File: src/rtl/vx_fpu_csr_file.sv
// Per-warp FPU control/status: rounding mode, accrued exception flags and in-flight
// op counters, with a stalling CSR port that only touches a warp once its FPU ops drain.
module vx_fpu_csr_file #(
   parameter int NUM_WARPS   = 4,
   parameter int NUM_BLOCKS  = 1,
   parameter int MAX_PENDING = 15,
   localparam int NW   = (NUM_WARPS > 1) ? $clog2(NUM_WARPS) : 1,
   localparam int BW   = $clog2(NUM_BLOCKS),
   localparam int BNW  = ((NW - BW) > 1) ? (NW - BW) : 1,
   localparam int CNTW = $clog2(MAX_PENDING + 1)
) (
   input  logic                            clk,
   input  logic                            reset,
   input  logic [NUM_BLOCKS-1:0][BNW-1:0]  read_wid,
   output logic [NUM_BLOCKS-1:0][2:0]      read_frm,
   input  logic [NUM_BLOCKS-1:0]           write_enable,
   input  logic [NUM_BLOCKS-1:0][BNW-1:0]  write_wid,
   input  logic [NUM_BLOCKS-1:0][4:0]      write_fflags,
   input  logic                            issue_valid,
   input  logic [NW-1:0]                   issue_wid,
   output logic                            issue_ready,
   input  logic                            commit_valid,
   input  logic [NW-1:0]                   commit_wid,
   input  logic                            csr_req_valid,
   output logic                            csr_req_ready,
   input  logic [NW-1:0]                   csr_req_wid,
   input  logic [11:0]                     csr_req_addr,
   input  logic [1:0]                      csr_req_op,
   input  logic [31:0]                     csr_req_data,
   output logic                            csr_rsp_valid,
   input  logic                            csr_rsp_ready,
   output logic [31:0]                     csr_rsp_data
);

   localparam logic [1:0] OP_READ  = 2'd0;
   localparam logic [1:0] OP_WRITE = 2'd1;
   localparam logic [1:0] OP_SET   = 2'd2;
   localparam logic [1:0] OP_CLEAR = 2'd3;

   logic [2:0]      frm_q     [NUM_WARPS];
   logic [4:0]      fflags_q  [NUM_WARPS];
   logic [CNTW-1:0] pending_q [NUM_WARPS];
   logic [4:0]      blk_or    [NUM_WARPS];
   logic [NUM_WARPS-1:0] pend_inc, pend_dec;

   logic            commit_d1_valid;
   logic [NW-1:0]   commit_d1_wid;
   logic            rsp_valid_q;
   logic [7:0]      rsp_data_q;

   logic            issue_fire, csr_fire, csr_wr, wr_ff, wr_frm;
   logic [7:0]      csr_old, csr_new;
   logic [4:0]      new_ff;
   logic [2:0]      new_frm;
   logic            unused_csr_bits;

   // Block b serves the warps whose low BW bits equal b.
   function automatic logic [NW-1:0] full_wid(input logic [BNW-1:0] rwid, input int b);
      return NW'((32'(rwid) << BW) | 32'(b));
   endfunction

   always_comb begin
      read_frm = '0;
      for (int b = 0; b < NUM_BLOCKS; b++)
         read_frm[b] = frm_q[full_wid(read_wid[b], b)];
   end

   always_comb begin
      for (int w = 0; w < NUM_WARPS; w++) blk_or[w] = '0;
      for (int w = 0; w < NUM_WARPS; w++)
         for (int b = 0; b < NUM_BLOCKS; b++)
            if (write_enable[b] && full_wid(write_wid[b], b) == NW'(w))
               blk_or[w] = blk_or[w] | write_fflags[b];
   end

   assign issue_ready = (pending_q[issue_wid] != CNTW'(MAX_PENDING));
   assign issue_fire  = issue_valid && issue_ready;

   always_comb begin
      pend_inc = '0;
      pend_dec = '0;
      for (int w = 0; w < NUM_WARPS; w++) begin
         pend_inc[w] = issue_fire && (issue_wid == NW'(w));
         pend_dec[w] = commit_valid && (commit_wid == NW'(w)) && (pending_q[w] != '0);
      end
   end

   // commit_d1 covers the fflags write that trails the final commit by one cycle.
   assign csr_req_ready = (pending_q[csr_req_wid] == '0)
                        && !(commit_d1_valid && (commit_d1_wid == csr_req_wid))
                        && (!rsp_valid_q || csr_rsp_ready);
   assign csr_fire = csr_req_valid && csr_req_ready;

   always_comb begin
      csr_old = '0;
      case (csr_req_addr)
         12'h001: csr_old = {3'b000, fflags_q[csr_req_wid]};
         12'h002: csr_old = {5'b00000, frm_q[csr_req_wid]};
         12'h003: csr_old = {frm_q[csr_req_wid], fflags_q[csr_req_wid]};
         default: csr_old = '0;
      endcase
      case (csr_req_op)
         OP_WRITE: csr_new = csr_req_data[7:0];
         OP_SET:   csr_new = csr_old | csr_req_data[7:0];
         OP_CLEAR: csr_new = csr_old & ~csr_req_data[7:0];
         default:  csr_new = csr_old;
      endcase
      csr_wr  = csr_fire && (csr_req_op != OP_READ);
      wr_ff   = csr_wr && (csr_req_addr == 12'h001 || csr_req_addr == 12'h003);
      wr_frm  = csr_wr && (csr_req_addr == 12'h002 || csr_req_addr == 12'h003);
      new_ff  = csr_new[4:0];
      new_frm = (csr_req_addr == 12'h003) ? csr_new[7:5] : csr_new[2:0];
   end

   // No field is wider than 8 bits, so the operand's upper bits never matter.
   assign unused_csr_bits = ^csr_req_data[31:8];

   always_ff @(posedge clk) begin
      if (reset) begin
         for (int w = 0; w < NUM_WARPS; w++) begin
            frm_q[w]     <= '0;
            fflags_q[w]  <= '0;
            pending_q[w] <= '0;
         end
         commit_d1_valid <= 1'b0;
         commit_d1_wid   <= '0;
         rsp_valid_q     <= 1'b0;
         rsp_data_q      <= '0;
      end else begin
         for (int w = 0; w < NUM_WARPS; w++) begin
            // A CSR write overrides any same-cycle block accumulate.
            if (wr_ff && (csr_req_wid == NW'(w)))
               fflags_q[w] <= new_ff;
            else
               fflags_q[w] <= fflags_q[w] | blk_or[w];
            if (wr_frm && (csr_req_wid == NW'(w)))
               frm_q[w] <= new_frm;
            if (pend_inc[w] && !pend_dec[w])
               pending_q[w] <= pending_q[w] + CNTW'(1);
            else if (pend_dec[w] && !pend_inc[w])
               pending_q[w] <= pending_q[w] - CNTW'(1);
         end
         commit_d1_valid <= commit_valid;
         commit_d1_wid   <= commit_wid;
         if (csr_fire) begin
            rsp_valid_q <= 1'b1;
            rsp_data_q  <= csr_old;
         end else if (csr_rsp_ready) begin
            rsp_valid_q <= 1'b0;
         end
      end
   end

   assign csr_rsp_valid = rsp_valid_q;
   assign csr_rsp_data  = reset ? 32'd0 : {24'd0, rsp_data_q};

endmodule

File: config.mk
export PLATFORM = sky130hd
export DESIGN_NAME = vx_fpu_csr_file
export DESIGN_NICKNAME = d
export VERILOG_FILES = /design/src/rtl/vx_fpu_csr_file.sv
export SDC_FILE = /design/constraint.sdc
export NUM_CORES = 1
export LEC_CHECK = 0
export BUFFER_PORTS_ARGS = -buffer_cell sky130_fd_sc_hd__buf_4
export CAP_MARGIN = 0
export CORE_MARGIN = 10
export CORE_UTILIZATION = 55
export DETAILED_ROUTE_END_ITERATION = 8
export GPL_TIMING_DRIVEN = 0
export PLACE_DENSITY = 0.82
export SYNTH_ARGS = -nofsm -noshare
export SYNTH_HDL_FRONTEND = slang
export SYNTH_SLANG_ARGS = --single-unit
File: constraint.sdc
create_clock -name clk -period 3.9 [get_ports clk]
set_clock_uncertainty 0.1 [all_clocks]
set_input_delay 0.39 -clock clk [delete_from_list [all_inputs] [get_ports clk]]
set_output_delay 0.39 -clock clk [all_outputs]
set_load 0.02 [all_outputs]
==> results of run 1 <==
## flip-flops by register name, summed over array words and instances (netlist names)
register	flops
frm_q	12
csr_rsp_valid	1
pending_q	16
commit_d1_wid	2
rsp_data_q	8
commit_d1_valid	1
fflags_q	20
## placed cells by master, fill, tap and decap left out, types with 12 or more instances in the layout
master,Yosys,final
dfxtp_1,12,12
inv_1,19,19
conb_1,2,44
a211oi_1,18,18
nor2_1,30,30
o21a_1,13,13
buf_4,26,80
nand2_1,24,24
a21oi_1,27,27
edfxtp_1,48,48
clkbuf_1,11,15
## worst max-delay path: cells and delay by family (launching register included)
| kind | cells | cell delay, ns |
|---|---|---|
| buffers and inverters | 1 | 0.13 |
| adder cells (fa/ha/maj) | 1 | 0.24 |
| AO/OA/AOI/OAI | 3 | 1.23 |
| XOR/XNOR | 1 | 0.15 |
| multiplexers | 1 | 0.22 |
| flip-flops | 1 | 0.43 |
| AND/OR/NAND/NOR | 3 | 0.46 |
## how the worst max path moves through the flow
stage	to	startpoint	cells past startpoint
after detailed placement	pending_q[1][3]	issue_wid[1]	11
after global routing	pending_q[0][3]	pending_q[0][0]	10
after floorplan	pending_q[1][3]	issue_wid[1]	11
final	pending_q[0][3]	pending_q[0][0]	10
after CTS	pending_q[0][3]	pending_q[0][0]	10
after global placement	pending_q[1][3]	issue_wid[1]	11
## power groups by stage
stage,sequential (W),combinational [W],clock (W)
floorplan,0.000762,0.000244,0
global placement,0.000768,0.000339,0
detailed placement,0.000771,0.000350,0
CTS,0.000757,0.000352,0.000463
global route,0.000761,0.000389,0.000493
finish,0.000758,0.000357,0.000466
## kinds of logic after synthesis
logic type | after synthesis | share of synthesized area
and+or+nand+nor | 140 | 0.177
AOI/OAI and AO/OA | 128 | 0.208
buffers and inverters | 65 | 0.0835
DFF | 60 | 0.384
muxes | 23 | 0.0869
adders and majority gates | 11 | 0.0366
xor gates and xnor gates | 11 | 0.0220
other | 2 | 0.00172
## stage by stage
step | instance area, um^2 | cells | power (W) | util
after floorplan | 4540 | 482 | 0.00101 | -
after global placement | 5070 | 638 | 0.00111 | 0.656
after detailed placement | 5070 | 638 | 0.00112 | 0.656
after CTS | 5220 | 654 | 0.00157 | 0.676
after global routing | 5220 | 654 | 0.00164 | 0.676
final | 5220 | 654 | 0.00158 | 0.676
## routing by layer
layer  up-vias  wire length (um)  GRT usage
met1      1838              4980      0.257
li1       1819                 -          -
met2       181              5570      0.309
met3         9              1240     0.0525
met5         -                 0          0
met4         0               120     0.0595
## final cells by class
type | instances | area share
multi-input combinational | 357 | 0.477
buffer | 46 | 0.0563
clock buffer | 13 | 0.0266
timing repair buffer | 54 | 0.0776
clock inverter | 3 | 0.00264
sequential | 60 | 0.322
tap | 102 | 0.0244
inverter | 19 | 0.0137
==> summary.txt, run 1 <==
Timing
  – Final hold vios: 0
  – Hold slack: 0.217 ns
  – Slew Limit Fails: 0
  – Min Clock Period, post-route: 3.21 ns
  – Slew HR: 0.159
  – Tcrit/Tclk final: 0.824
  – Setup TNS: 0 ns
  – RSZ-0062 raised after global routing: no
  – # setup viols final: 0
  – Fmax: 0.311 GHz
  – Worst-margin pin slew: 1.26 ns
  – Worst Setup Slack, final: 0.688 ns

Critical path
  – Crit-path slowest cell: a2111oi_0
  – Worst R2R Path Depth: 10
  – RR Endpoint: pending_q[0][3]
  – Reg2Reg Setup Slack: 0.69 ns
  – CP Max Fanout: 5
  – Kind of critical path: reg -> reg
  – Worst reg2reg startpoint: pending_q[0][0]
  – Cells along the critical path: nand4_1 -> a2111oi_0 -> nand2b_1 -> inv_1 -> ha_1 -> a21o_1 -> a21oi_1 -> xnor2_1 -> mux2i_1 -> nor2_1
  – Critical path arrival: 3.19 ns
  – Crit. End Element: flip-flop
  – Worst Path Required: 3.88 ns
  – Largest stage delay on the critical path: 0.87 ns
  – Worst setup SP type: flip-flop

Clock network
  – Root buf cell: clkbuf_8
  – Total CTS buffers: 9
  – Postcts setup bufs: 0
  – Max clock buf depth: 2
  – TritonCTS clock tree: yes
  – Clk slew on worst S/H paths: 0.07 ns
  – Cts hold-fix bufs: 0
  – CTS sink cnt: 60
  – Clk Latency, worst-skew pair: 0.34 ns
  – H-Tree Depth: 3
  – Number of resized instances in the post-cts repair step: 0

Logic synthesis
  – Ys async rst share: 0
  – Mapped cell area: 0.00438 mm^2
  – Synth area leaders: edfxtp_1, mux4_2, dfxtp_1
  – Synth area leader: edfxtp_1
  – Synth Warn #: 0
  – Syn Area/Cell: 9.95 um^2
  – Netlist cell types: 61
  – Post-Synthesis Cells: 440
  – Commonest cells in the netlist: edfxtp_1, nor2_1, a21oi_1
  – Ys flop type: edfxtp_1
  – Post-synth top area share: 0.329
  – Sequential area share after synthesis: 0.384
  – Count leader, synth: edfxtp_1
  – #FFs+latches synth: 60
  – EDFF count, synth: 48

Power and ir drop
  – Power share of the combinational group: 0.226
  – Switching Fraction: 0.295
  – Sequential Power Share: 0.479
  – NetSw: 0.000467 W
  – Internal power: 0.00111 W
  – Clk pwr share: 0.295
  – Peak supply drop: 0.234 mV
  – Leak pwr: 2.14 nW
  – PD cells: 303 mW/mm^2

Global route
  – Vias in the first global route: 3634
  – Tot GR Track Use: 0.195
  – Largest net degree at the start of global routing: 11
  – First-pass GRT wire length: 18500 um
  – Initial antenna violation count: 0
  – Total grt overflow: 0

Placed design
  – Placer Congestion: 0.990
  – Port Buffer Count: 54
  – Final HPWL DP: 9530 um
  – Placement Setup Slack: 0.558 ns

Routing
  – Post-Route WL: 11900 um
  – Via Count: 3847
  – Via density: 5.88
  – Initial drt markers: 308
  – Drt drc: 0
  – DR WL/cell: 18.2 um
  – Antenna Nets Post-Route: 0
  – Pre-antenna DRT Iters: 5

Die
  – Effective utilization at floorplan: 0.567
  – Die H: 109 um
  – Num ports: 106
  – Die footprint: 0.0119 mm^2
  – Core area: 0.00773 mm^2
  – # rows: 32
  – Die Width: 109 um

Min path
  – Hold Path Cell Cnt: 2
  – Hold endpoint: commit_d1_valid
  – Min-Delay Path Class: in -> reg
  – Min-delay src: commit_valid

Layout
  – Synthesis-to-layout area growth: 19.3%
  – Layout cell share with drive strength beyond 1: 0.237
  – Fill cell count: 624
  – Area of the multi-input gates: 0.00249 mm^2
  – Register Area: 0.00168 mm^2
  – Fin nets: 626
  – Ant. Diodes: 0

Flow run
  – Number of max-cap violations: 0

Run status
  – Status: finished clean
Note: power is estimated with default switching activity, not from simulation.
==> run 2, diff against run 1 <==
--- a/config.mk
+++ b/config.mk
@@ -5,6 +5,7 @@
 export SDC_FILE = /design/constraint.sdc
 export NUM_CORES = 1
 export LEC_CHECK = 0
+export ABC_AREA = 1
 export BUFFER_PORTS_ARGS = -buffer_cell sky130_fd_sc_hd__buf_4
 export CAP_MARGIN = 0
 export CORE_MARGIN = 10
==> constraint.sdc (replaced) <==
create_clock -name clk -period 3.3 [get_ports clk]
set_clock_uncertainty 0.1 [all_clocks]
set_input_delay 0.33 -clock clk [delete_from_list [all_inputs] [get_ports clk]]
set_output_delay 0.33 -clock clk [all_outputs]
set_load 0.02 [all_outputs]
==> summary.txt, run 2 <==
Die
  – Die Width: 110 um (+0.79%)
  – Die footprint: 0.0121 mm^2 (+1.6%)
  – Num ports: 106 (unchanged)
  – Die H: 110 um (+0.79%)
  – Effective utilization at floorplan: 0.572 (+0.00509)
  – Core area: 0.00781 mm^2 (+1.0%)
  – # rows: 32 (unchanged)

Routing
  – Antenna Nets Post-Route: 0 (unchanged)
  – Drt drc: 0 (unchanged)
  – DR WL/cell: 14.2 um (-22%)
  – Post-Route WL: 12200 um (+2.1%)
  – Initial drt markers: 338 (+9.7%)
  – Via Count: 4446 (+16%)
  – Via density: 5.18 (-12%)
  – Pre-antenna DRT Iters: 5 (unchanged)

Logic synthesis
  – Count leader, synth: nand2_1
  – Synth area leader: edfxtp_1
  – Syn Area/Cell: 6.94 um^2 (-30%)
  – Sequential area share after synthesis: 0.377 (-0.00732)
  – Commonest cells in the netlist: nand2_1, nor2_1, inv_1
  – EDFF count, synth: 48 (unchanged)
  – Post-synth top area share: 0.323 (-0.00628)
  – Synth Warn #: 0 (unchanged)
  – Ys async rst share: 0 (unchanged)
  – Ys flop type: edfxtp_1
  – Netlist cell types: 31 (-49%)
  – Post-Synthesis Cells: 643 (+46%)
  – #FFs+latches synth: 60 (unchanged)
  – Mapped cell area: 0.00446 mm^2 (+1.9%)
  – Synth area leaders: edfxtp_1, nand2_1, nor2_1

Global route
  – Largest net degree at the start of global routing: 11 (unchanged)
  – GR Util met3: 0.0464 (-0.00608)
  – First-pass GRT wire length: 19600 um (+5.7%)
  – Vias in the first global route: 4368 (+20%)
  – Tot GR Track Use: 0.201 (+0.00525)
  – GR Util met2: 0.354 (+0.0454)
  – Total grt overflow: 0 (unchanged)
  – Initial antenna violation count: 0 (unchanged)
  – Gr busiest metal: met2
  – Met1 Usage GRT: 0.230 (-0.0264)

Power and ir drop
  – Peak supply drop: 0.224 mV (-4.1%)
  – Tot Pwr: 0.00191 W (+21%)
  – PD cells: 357 mW/mm^2 (+18%)
  – Leak pwr: 2.72 nW (+27%)

Critical path
  – CP Max Fanout: 8 (+3)
  – Crit. End Element: flip-flop
  – Critical path arrival: 2.83 ns (-0.36 ns)
  – Kind of critical path: reg -> reg
  – Cells along the critical path: clkbuf_1 -> nand2_1 -> nand2_1 -> nor2_1 -> nor2_1 -> nand2_1 -> nand3_1 -> nand2_1 -> inv_1 -> ha_1 -> a21oi_1 -> nand2_1 -> xor2_1 -> inv_1 -> nand2_1 -> nand2_1 -> nand2_1 -> inv_1
  – Worst Path Required: 3.30 ns (-0.58 ns)
  – Crit-path slowest cell: edfxtp_1
  – Crit-path most repeated cell: nand2_1
  – Largest stage delay on the critical path: 0.36 ns (-0.51 ns)
  – Worst setup SP type: flip-flop

Timing
  – Slew Limit Fails: 0 (unchanged)
  – Slew HR: 0.608 (+0.449)
  – Worst-margin pin slew: 0.582 ns (-0.676 ns)
  – Min Clock Period, post-route: 2.83 ns (-0.383 ns)
  – Tcrit/Tclk final: 0.857 (+0.0338)
  – Fmax: 0.353 GHz (+14%)
  – Setup TNS: 0 ns (unchanged)
  – # setup viols final: 0 (unchanged)
  – RSZ-0062 raised after global routing: no
  – Final hold vios: 0 (unchanged)

Min path
  – Min-Delay Path Class: in -> reg

Clock network
  – Max clock buf depth: 2 (unchanged)
  – CTS sink cnt: 60 (unchanged)
  – Cts hold-fix bufs: 0 (unchanged)
  – H-Tree Depth: 3 (unchanged)
  – TritonCTS clock tree: yes
  – Clk Latency, worst-skew pair: 0.35 ns (about the same)
  – Root buf cell: clkbuf_8
  – Clk slew on worst S/H paths: 0.07 ns (about the same)
  – Number of resized instances in the post-cts repair step: 0 (unchanged)
  – Total CTS buffers: 9 (unchanged)
  – Postcts setup bufs: 0 (unchanged)

Layout
  – Ant. Diodes: 0 (unchanged)
  – Fin nets: 830 (+33%)
  – Layout cell share with drive strength beyond 1: 0.149 (-0.0878)
  – Largest register by flop count: fflags_q
  – Synthesis-to-layout area growth: 19.5%
  – Commonest non-fill, non-tap cell in the layout: nand2_1
  – Layout Cells excl Fill: 858 (+31%)
  – Fill cell count: 687 (+10%)
  – Register Area: 0.00168 mm^2 (unchanged)
  – Regs by FF count: fflags_q x20, pending_q x16, frm_q x12
  – Most frequent cells in the layout: nand2_1, nor2_1, inv_1
  – Area of the multi-input gates: 0.00232 mm^2 (-6.9%)
  – Post-layout util: 0.683 (+0.00749)
  – Max FFs per register: 20 (unchanged)

Placed design
  – Final HPWL DP: 9530 um (about the same)
  – DP Cell Count: 842 (+32%)
  – Port Buffer Count: 55 (+1.9%)
  – Placer Congestion: 0.928 (-6.3%)

Run status
  – Status: finished clean

Flow run
  – Number of max-cap violations: 0 (unchanged)
==> run 2: cell count changes after synthesis, sizes merged, moves of 13 or more <==
cell,delta
nor2,+90
nand2,+122
a211oi,-18
nand3,+47
o21a,-13
inv,+83
o21ai,+43
==> run 2: critical path, delay by kind of cell, from the launching register on <==
kind | cells | cell delay [ns]
xor gates and xnor gates | 1 | 0.18
and+or+nand+nor | 11 | 1.09
buffers and inverters | 4 | 0.37
AOI/OAI and AO/OA | 1 | 0.16
DFF | 1 | 0.36
adders and majority gates | 1 | 0.32
==> run 2: cell type report <==
type | count | area share
buffer | 36 | 0.0448
clock buffer | 14 | 0.0305
clock inverter | 2 | 0.00188
inverter | 102 | 0.0718
multi-input combinational | 487 | 0.434
sequential | 60 | 0.315
tap | 102 | 0.0239
timing repair buffer | 55 | 0.0774
==> run 2: cells by family after synthesis <==
| family | Yosys count | synth area share |
|---|---|---|
| fa+ha+maj | 11 | 0.0359 |
| xor+xnor | 9 | 0.0177 |
| buf+inv | 138 | 0.139 |
| other cells | 2 | 0.00168 |
| flops | 60 | 0.377 |
| simple gates | 334 | 0.320 |
| compound gates | 89 | 0.108 |
==> run 2: per-stage QoR <==
stage          hold WS (ns)  instance area [um^2]  setup WS [ns]
2_1_floorplan         0.331                  4620          0.709
3_3_place_gp          0.342                  5160          0.497
3_5_place_dp          0.347                  5160          0.380
4_1_cts               0.136                  5330          0.473
5_1_grt               0.152                  5330          0.121
6_report              0.132                  5330          0.471
==> run 2: layer usage <==
layer,vias to the layer above,part of all wire
met3,38,0.10
met1,1953,0.38
met5,-,0
met4,0,0.028
met2,243,0.49
li1,2212,-
==> run 2: power breakdown <==
part,internal (W),switching [W]
Clock,0.000312,0.000288
Sequential,0.000865,0.0000266
Combinational,0.000153,0.000262
Total,0.00133,0.000577
==> run 2: worst paths after layout <==
path	cells past startpoint	end	startpoint	slack [ns]
min	3	commit_d1_wid[0]	commit_wid[0]	0.13
max	18	pending_q[1][3]	pending_q[3][2]	0.47
min reg2reg	2	rsp_data_q[0]	rsp_data_q[0]	0.35
max reg2reg	18	pending_q[1][3]	pending_q[3][2]	0.47
==> run 3, diff against run 2 <==
--- a/config.mk
+++ b/config.mk
@@ -8,6 +8,7 @@
 export ABC_AREA = 1
 export BUFFER_PORTS_ARGS = -buffer_cell sky130_fd_sc_hd__buf_4
 export CAP_MARGIN = 0
+export CORE_ASPECT_RATIO = 0.5
 export CORE_MARGIN = 10
 export CORE_UTILIZATION = 55
 export DETAILED_ROUTE_END_ITERATION = 8
==> summary.txt, run 3 (synthesis gave the netlist of run 2 again) <==
Clock network
  – CTS sink cnt: 60 (unchanged)
  – Total CTS buffers: 9 (unchanged)
  – Root buf cell: clkbuf_16
  – Max clock buf depth: 2 (unchanged)
  – Number of resized instances in the post-cts repair step: 0 (unchanged)
  – Clk Latency, worst-skew pair: 0.34 ns (about the same)
  – Postcts setup bufs: 0 (unchanged)
  – TritonCTS clock tree: yes
  – Cts hold-fix bufs: 0 (unchanged)
  – H-Tree Depth: 3 (unchanged)
  – Clk slew on worst S/H paths: 0.05 ns (-0.02 ns)

Timing
  – Final hold vios: 0 (unchanged)
  – Slew Limit Fails: 0 (unchanged)
  – Slew HR: 0.603 (-0.00466)
  – Min Clock Period, post-route: 2.85 ns (+0.0161 ns)
  – Setup TNS: 0 ns (unchanged)
  – RSZ-0062 raised after global routing: no
  – Tcrit/Tclk final: 0.862 (+0.00487)
  – Fmax: 0.351 GHz (-0.57%)
  – Worst Setup Slack, final: 0.455 ns (-0.0161 ns)
  – Worst-margin pin slew: 0.596 ns (+0.0132 ns)
  – # setup viols final: 0 (unchanged)

Die
  – # rows: 23 (-28%)
  – Num ports: 106 (unchanged)
  – Core area: 0.00794 mm^2 (+1.7%)
  – Effective utilization at floorplan: 0.562 (-0.00973)
  – Die footprint: 0.0123 mm^2 (+1.8%)
  – Die Width: 147 um (+34%)
  – Die H: 83.7 um (-24%)

Global route
  – Largest net degree at the start of global routing: 12 (+1)
  – Tot GR Track Use: 0.197 (-0.00412)
  – First-pass GRT wire length: 19800 um (+1.4%)
  – Total grt overflow: 0 (unchanged)
  – Initial antenna violation count: 0 (unchanged)
  – Vias in the first global route: 4306 (-1.4%)

Placed design
  – Final HPWL DP: 9260 um (-2.8%)
  – Placer Congestion: 0.889 (-4.2%)
  – Port Buffer Count: 55 (unchanged)
  – Placement Setup Slack: 0.391 ns (+0.0113 ns)

Layout
  – Layout cell share with drive strength beyond 1: 0.151 (+0.00132)
  – Post-layout util: 0.693 (+0.00964)
  – Most frequent cells in the layout: nand2_1, nor2_1, inv_1
  – Largest register by flop count: fflags_q
  – Fill cell count: 693 (+0.87%)
  – Synthesis-to-layout area growth: 23.3%
  – Max FFs per register: 20 (unchanged)
  – Regs by FF count: fflags_q x20, pending_q x16, frm_q x12
  – Commonest non-fill, non-tap cell in the layout: nand2_1
  – Ant. Diodes: 0 (unchanged)
  – Fin nets: 830 (unchanged)

Critical path
  – Worst R2R Path Depth: 18 (unchanged)
  – Worst Path Required: 3.30 ns (about the same)
  – Reg2Reg Setup Slack: 0.45 ns (-0.02 ns)
  – Crit. End Element: flip-flop
  – CP Max Fanout: 8 (unchanged)
  – Critical path arrival: 2.85 ns (+0.02 ns)
  – Worst setup SP type: flip-flop
  – RR Endpoint: pending_q[1][3]
  – Kind of critical path: reg -> reg
  – Worst reg2reg startpoint: pending_q[3][2]

Routing
  – Via Count: 4460 (+0.31%)
  – Drt drc: 0 (unchanged)
  – Via density: 5.14 (-0.84%)
  – Post-Route WL: 12000 um (-1.2%)
  – DR WL/cell: 13.8 um (-2.4%)
  – Initial drt markers: 417 (+23%)
  – Antenna Nets Post-Route: 0 (unchanged)
  – Pre-antenna DRT Iters: 7 (+2)

Power and ir drop
  – Power share of the combinational group: 0.177 (-0.041)
  – Peak supply drop: 0.315 mV (+41%)
  – Clk pwr share: 0.441 (+0.126)
  – PD cells: 425 mW/mm^2 (+19%)
  – Switching Fraction: 0.265 (-0.0380)
  – Sequential Power Share: 0.382 (-0.085)
  – NetSw: 0.000618 W (+7.2%)
  – Leak pwr: 2.79 nW (+2.6%)
  – Tot Pwr: 0.00234 W (+23%)
  – Internal power: 0.00172 W (+29%)

Min path
  – Hold endpoint: commit_d1_wid[0]
  – Min-Delay Path Class: in -> reg
  – Hold Path Cell Cnt: 3 (unchanged)
  – Min-delay src: commit_wid[0]

Flow run
  – Number of max-cap violations: 0 (unchanged)

Run status
  – Status: finished clean
## run 3: cell count changes in the layout (fill, tap and decap cells not counted)
cell,delta
clkbuf_16,+9
clkbuf_1,-2
clkinv_1,+1
clkinv_2,-2
clkbuf_8,-9
clkinv_4,+1
bufinv_16,+2
## run 3: per-stage QoR
step                      cell area, um^2  cells  hold WS, ns
after floorplan                      4620    685        0.331
after global placement               5170    852        0.343
after detailed placement             5170    852        0.346
after CTS                            5500    868        0.129
after global routing                 5500    868        0.153
final                                5500    868        0.131
## run 3: worst max-delay path by stage
stage               startpoint               to  slack (ns)  depth (start not counted)
2_1_floorplan     issue_wid[1]  pending_q[2][3]        0.71                         19
3_3_place_gp      issue_wid[0]  pending_q[1][3]        0.48                         19
3_5_place_dp      issue_wid[0]  pending_q[0][3]        0.39                         19
4_1_cts        pending_q[3][2]  pending_q[1][3]        0.50                         18
5_1_grt        pending_q[3][2]  pending_q[1][3]        0.12                         18
6_report       pending_q[3][2]  pending_q[1][3]        0.45                         18
## run 3: power by group through the flow
stage	Combinational [W]	Sequential (W)	Clock, W
global route	0.000462	0.000897	0.00108
CTS	0.000407	0.000892	0.00104
finish	0.000414	0.000892	0.00103
floorplan	0.000279	0.000899	0
global placement	0.000393	0.000905	0
detailed placement	0.000403	0.000906	0
## run 3: layout make-up
class / instances / area [um^2] / share of cell area
Sequential cell: 60 / 1680 / 0.306
Timing Repair Buffer: 55 / 413 / 0.0750
Multi-Input combinational cell: 487 / 2320 / 0.421
Tap cell: 112 / 140 / 0.0255
Inverter: 102 / 383 / 0.0696
Clock buffer: 12 / 256 / 0.0466
Clock inverter: 4 / 72.6 / 0.0132
Buffer: 36 / 239 / 0.0434
## run 3: critical path, stage by stage (launching register included)
cell and delay [ns]:
edfxtp_1 0.36, clkbuf_1 0.20, nand2_1 0.11, nand2_1 0.06
nor2_1 0.09, nor2_1 0.04, nand2_1 0.21, nand3_1 0.14
nand2_1 0.16, inv_1 0.09, ha_1 0.32, a21oi_1 0.17
nand2_1 0.10, xor2_1 0.20, inv_1 0.06, nand2_1 0.06
nand2_1 0.05, nand2_1 0.05, inv_1 0.03
## run 3: metal layers
layer | part of all wire | vias up | routed length [um] | global-route usage
li1 | - | 2209 | - | -
met2 | 0.49 | 225 | 5920 | 0.341
met5 | 0 | - | 0 | 0
met3 | 0.10 | 38 | 1210 | 0.0714
met1 | 0.39 | 1988 | 4640 | 0.218
met4 | 0.021 | 0 | 248 | 0.0689
